<file path="config.mk">
export PLATFORM = sky130hd
export DESIGN_NAME = level_stop_ctrl
export DESIGN_NICKNAME = d
export VERILOG_FILES = /design/src/rtl/level_stop_ctrl_pkg.sv /design/src/rtl/tick_prescaler.sv /design/src/rtl/level_stop_ctrl.sv
export SDC_FILE = /design/constraint.sdc
export NUM_CORES = 1
export LEC_CHECK = 0
export ABC_AREA = 0
export BUFFER_PORTS_ARGS = -buffer_cell sky130_fd_sc_hd__buf_2
export CORE_MARGIN = 4
export CORE_UTILIZATION = 35
export DETAILED_ROUTE_END_ITERATION = 6
export PLACE_DENSITY = 0.63
export REMOVE_ABC_BUFFERS = 1
export SLEW_MARGIN = 25
export SYNTH_ARGS = -nofsm -noshare
export SYNTH_HDL_FRONTEND = slang
export SYNTH_HIERARCHICAL = 1
export SYNTH_SLANG_ARGS = --single-unit
</file>
<file path="constraint.sdc">
create_clock -name clk -period 4.3 [get_ports clk]
set_clock_uncertainty 0.2 [all_clocks]
set_input_delay 0.86 -clock clk [delete_from_list [all_inputs] [get_ports clk]]
set_output_delay 0.86 -clock clk [all_outputs]
set_load 0.02 [all_outputs]
</file>
<file path="src/rtl/level_stop_ctrl_pkg.sv">
// level_stop_ctrl_pkg: shared state encoding, widths and thermometer helper
package level_stop_ctrl_pkg;
  typedef enum logic [1:0] {IDLE = 2'd0, RUN = 2'd1, HOLD = 2'd2} state_t;
  localparam int LEVEL_W = 4;
  localparam int BAR_W = 16;
  localparam logic [LEVEL_W-1:0] LEVEL_MAX = 4'd15;
  function automatic logic [BAR_W-1:0] therm(input logic [LEVEL_W-1:0] n);
    return BAR_W'((32'd2 << n) - 32'd1);
  endfunction
endpackage

</file>
<file path="src/rtl/tick_prescaler.sv">
// tick_prescaler: wrapping 0..TICK_DIV-1 counter, tick at terminal count, sync clear
module tick_prescaler #(
  parameter int TICK_DIV = 4
) (
  input  logic clk,
  input  logic reset,
  input  logic clr,
  output logic tick
);
  localparam int CW = $clog2(TICK_DIV);
  logic [CW-1:0] cnt_q, cnt_d;
  always_comb begin
    tick = cnt_q == CW'(TICK_DIV - 1);
    cnt_d = (clr || tick) ? '0 : cnt_q + 1'b1;
  end
  always_ff @(posedge clk or posedge reset) begin
    if (reset) cnt_q <= '0;
    else cnt_q <= cnt_d;
  end
endmodule

</file>
<file path="src/rtl/level_stop_ctrl.sv">
// level_stop_ctrl: bouncing level counter with stop capture, timed result hold and bar drive
module level_stop_ctrl
  import level_stop_ctrl_pkg::*;
#(
  parameter int TICK_DIV   = 4,
  parameter int HOLD_TICKS = 8
) (
  input  logic               clk,
  input  logic               reset,
  input  logic               start,
  input  logic               stop,
  output logic [LEVEL_W-1:0] level,
  output logic               dir,
  output logic               cap_en,
  output logic [LEVEL_W-1:0] cap_level,
  output logic [BAR_W-1:0]   bar,
  output logic               busy
);
  localparam int HW = $clog2(HOLD_TICKS + 1);
  state_t state_q, state_d;
  logic [LEVEL_W-1:0] level_q, level_d, cap_level_q, cap_level_d;
  logic [BAR_W-1:0] bar_q, bar_d;
  logic [HW-1:0] hold_q, hold_d;
  logic dir_q, dir_d, cap_en_q, cap_en_d, valid_q, valid_d, busy_q, busy_d;
  logic stop_q, stop_edge, tick, clr;
  tick_prescaler #(.TICK_DIV(TICK_DIV)) u_pre (
    .clk  (clk),
    .reset(reset),
    .clr  (clr),
    .tick (tick)
  );
  always_comb begin
    stop_edge = stop & ~stop_q;
    state_d = state_q;
    level_d = level_q;
    dir_d = dir_q;
    cap_en_d = 1'b0;
    cap_level_d = cap_level_q;
    valid_d = valid_q;
    hold_d = hold_q;
    clr = 1'b0;
    case (state_q)
      IDLE: begin
        clr = 1'b1;
        if (start) begin
          state_d = RUN;
          level_d = '0;
          dir_d = 1'b1;
        end
      end
      RUN: begin
        // a stop edge beats a coinciding tick: the pre-step level is captured
        if (stop_edge) begin
          state_d = HOLD;
          cap_level_d = level_q;
          cap_en_d = 1'b1;
          valid_d = 1'b1;
          hold_d = '0;
          clr = 1'b1;
        end else if (tick) begin
          dir_d = (dir_q && level_q == LEVEL_MAX) ? 1'b0 : (!dir_q && level_q == '0) ? 1'b1 : dir_q;
          level_d = dir_d ? level_q + 1'b1 : level_q - 1'b1;
        end
      end
      HOLD: begin
        if (tick) begin
          if (hold_q == HW'(HOLD_TICKS - 1)) begin
            state_d = IDLE;
            hold_d = '0;
          end else hold_d = hold_q + 1'b1;
        end
      end
      default: state_d = IDLE;
    endcase
    busy_d = state_d != IDLE;
    bar_d = state_d == RUN ? therm(level_d) : (state_d == HOLD || valid_d) ? therm(cap_level_d) : '0;
  end
  always_ff @(posedge clk or posedge reset) begin
    if (reset) begin
      state_q <= IDLE;
      level_q <= '0;
      dir_q <= 1'b1;
      stop_q <= 1'b0;
      cap_en_q <= 1'b0;
      cap_level_q <= '0;
      valid_q <= 1'b0;
      bar_q <= '0;
      busy_q <= 1'b0;
      hold_q <= '0;
    end else begin
      state_q <= state_d;
      level_q <= level_d;
      dir_q <= dir_d;
      stop_q <= stop;
      cap_en_q <= cap_en_d;
      cap_level_q <= cap_level_d;
      valid_q <= valid_d;
      bar_q <= bar_d;
      busy_q <= busy_d;
      hold_q <= hold_d;
    end
  end
  assign level = level_q;
  assign dir = dir_q;
  assign cap_en = cap_en_q;
  assign cap_level = cap_level_q;
  assign bar = bar_q;
  assign busy = busy_q;
endmodule
</file>
==> results.md <==
* Vias in the first global route at 1880
* Clock Tree Root: clkbuf_8
* VDD IR-drop max at 0.156 mV
* Wirelength per Cell at 16.6 µm
* Largest cells by area after synthesis: dfrtp_1 38%, nand2_1 3.5%, nor2_1 3.3%, ha_1 3.2%, mux2_2 2.9%
* Slew margin rel. at 54.8%
* Worst-skew pair later-pin latency at 290 ps
* Row count at 29
* CTS tree: done
* Post-CTS setup buffer count at 0
* Class of the worst hold path: in2async
* Post-synth EDFFs at 0
* Wirelength, routed at 5850 µm
* CP peak stage delay at 570 ps
* Longest Clk Path Bufs at 2
* Drt pass-1 iters at 4
* Die Height at 90.1 µm
* Finished Layout Cells at 352
* Post-Synthesis Cells at 240
* Setup CP Type: reg2reg
* First-pass GRT wire length at 9530 µm
* #FFs+latches synth at 37
* Actual slew at the worst max-slew pin at 669 ps
* ANT cells at 0
* Yosys cell types at 72
* Share of the synthesized area in the top cell type at 38.2%
* Worst r2r dst: bar[13]
* Design area at 0.00268 mm²
* CP cell instances: nor3_2 -> o211ai_4 -> ha_1 -> a21o_1 -> a21oi_1 -> xnor2_1 -> a21oi_2 -> nor2_1 -> nand3_1 -> ha_1 -> nand2_1 -> a211o_1 -> a22oi_1 -> or3b_1
* Post-route ant nets at 0
* Max Slew Vio Count at 0
* RSZ-0062 raised after global routing: no
* Boundary Pins at 31
* Synth warn at 6
* CP Max Fanout at 11
* Worst r2r src: level[2]
* Highest Signal Layer: met4
* Initial Util at 36.6%
* Number of fill cells in the layout at 645
* Placed Area at 0.00259 mm²
* Dpl ws at 368 ps
* Required @ worst endpoint at 4270 ps
* Leading area contributor after synthesis: dfrtp_1
* Core ar. at 0.00646 mm²
* Drt drc at 0
* F_max at 0.254 GHz
* Final period util at 91.6%
* Register area share after synthesis at 39.3%
* # nets final at 285
* Asr flop ratio synth at 100%
* Top cell by count, worst path: ha_1
* WL met3 at 377 µm
* DP Cell Count at 344
* Total grt overflow at 0
* Min cycle time layout at 3940 ps
* Post-synth top flop: dfrtp_1
* Outcome: complete, no violations
* CTS Buf Count at 5
* Pwr Density at 555 mW/mm²
* Maxcap violations at 0
* CP max stage cell: dfrtp_1
* Die width at 90.1 µm
* H-tree depth reported by CTS at 2
* Mapped Area at 0.00236 mm²
* Fraction of layout cells with a size suffix above 1 at 28.0%
* Worst setup SP type: register
* Largest net degree at the start of global routing at 36
* Syn Area/Cell at 9.84 µm²
* Die footprint at 0.00812 mm²
* Vias per cell at 5.63
* R2R cell count at 14
* PortBufs at 30
* RePlAce Congestion at 0.965
* Initial antenna violation count at 0
* CTS Hold Bufs at 0
* Synth-to-Final Area Change at 13.3%
* Worst setup EP type: register
* Starting DRT DRC Count at 148
* GRT Util Overall at 14.5%
* # resized after CTS at 0
* Setup Viol. Count Final at 0
* Clock sinks at 37
* Final worst slack at 363 ps
* Lkg Pwr at 1.22 nW
* Routed wl met2 at 2740 µm
* M1 wire length at 2630 µm
* Register-to-register setup slack at 360 ps
* Final core utilization at 41.4%
* Routed vias at 1983
* Critical path arrival at 3910 ps
* HPWL after DPL at 4370 µm
* Fin Setup TNS at 0 ps
* Final hold vios at 0
* Clk slew on worst S/H paths at 80 ps
[state kept, by name, indices dropped and copies added, names as in the netlist]
| register | cells |
|---|---|
| cap_en | 1 |
| u_pre/cnt_q | 2 |
| cap_level | 4 |
| stop_q | 1 |
| busy | 1 |
| state_q | 2 |
| dir | 1 |
| hold_q | 4 |
| bar | 16 |
| valid_q | 1 |
| level | 4 |
[layout make-up]
type	count	area (µm²)	share of cell area [%]
clock buffers	6	72.6	2.71
clock inverters	2	10.0	0.374
inverters	13	53.8	2.01
multi-input cells	180	1310	49.1
flip-flops and latches	37	927	34.7
well taps	77	96.3	3.60
repair buffers	37	203	7.58
[layer usage]
| metal | up-vias | global-route usage (%) |
|---|---|---|
| met1 | 949 | 18.8 |
| li1 | 949 | - |
| met4 | 0 | 4.85 |
| met2 | 75 | 23.6 |
| met5 | - | 0 |
| met3 | 10 | 3.67 |
[cell families (layout without fill, tap and decap cells)]
group                    count (synthesis)  after routing  synth area share (%)
AO/OA/AOI/OAI                           57             57                  18.4
XOR/XNOR                                 7              7                  2.92
adder cells (fa/ha/maj)                  7              7                  4.03
buffers and inverters                   23             58                  5.14
flip-flops                              37             37                  39.3
multiplexers                            14             14                  7.74
AND/OR/NAND/NOR                         95             95                  22.5
[synth_stat cells, types with 2 or more instances]
cell type and number:
inv_2 3, dfrtp_1 36, xor2_1 3, nand2_1 22
or2_2 3, nand3_1 9, mux2_2 6, mux2i_1 4
a22oi_1 2, a21oi_1 6, and2b_1 2, nor3_1 5
a21o_1 2, or3_1 4, nand4_1 3, o2bb2ai_1 2
o21ai_0 7, nor2b_1 4, inv_1 9, or3b_1 2
ha_1 6, o211ai_1 2, nor4_1 2, buf_6 3
o31ai_1 3, or2_1 2, nor3b_1 2, a211o_1 4
xnor2_1 3, nor2_1 21, o21ai_1 3, nor3_2 3
o221ai_1 3, buf_2 3, a31oi_1 2, mux2_4 2
clkbuf_1 3, o22ai_1 4, o311ai_0 2
[placed cells by master, fill, tap and decap left out, drive strengths merged, types with 3 or more instances in the layout]
| master | n |
|---|---|
| a211o | 4 |
| a21oi | 7 |
| buf | 37 |
| clkbuf | 6 |
| clkinv | 3 |
| dfrtp | 36 |
| ha | 6 |
| inv | 12 |
| mux2 | 8 |
| mux2i | 5 |
| nand2 | 22 |
| nand3 | 9 |
| nand4 | 4 |
| nor2 | 21 |
| nor2b | 4 |
| nor3 | 8 |
| nor3b | 3 |
| nor4 | 3 |
| o211ai | 4 |
| o21ai | 11 |
| o221ai | 3 |
| o22ai | 4 |
| o311ai | 3 |
| o31ai | 3 |
| or2 | 6 |
| or3 | 5 |
| xnor2 | 3 |
| xor2 | 4 |
[worst max-delay path, delay by kind of cell, from the launching register on]
kind            cells  cell delay, ps
flops               1             570
xor+xnor            1             210
simple gates        5            1120
compound gates      6            1110
fa+ha+maj           2             610
[where the power goes]
part	switching, W	total, W	internal [W]
registers	0.0000618	0.000483	0.000421
logic	0.000463	0.000762	0.000299
clock network	0.000126	0.000238	0.000112
total	0.000651	0.00148	0.000833
[per-stage QoR]
step / total power [W] / hold WS (ps)
after detailed placement: 0.00124 / 245
after CTS: 0.00149 / 217
after global placement: 0.00125 / 241
after global routing: 0.00158 / 221
after floorplan: 0.00102 / 229
final: 0.00148 / 216
[how the worst max path moves through the flow]
stage / startpoint / endpoint / slack, ps / cells past startpoint
6_report: level[2] / bar[13] / 360 / 14
5_1_grt: level[2] / bar[13] / 140 / 14
4_1_cts: level[2] / bar[13] / 430 / 14
3_5_place_dp: stop / bar[7] / 370 / 10
3_3_place_gp: stop / bar[7] / 340 / 10
2_1_floorplan: stop / bar[7] / 350 / 9
(Power assumes the default switching activity.)
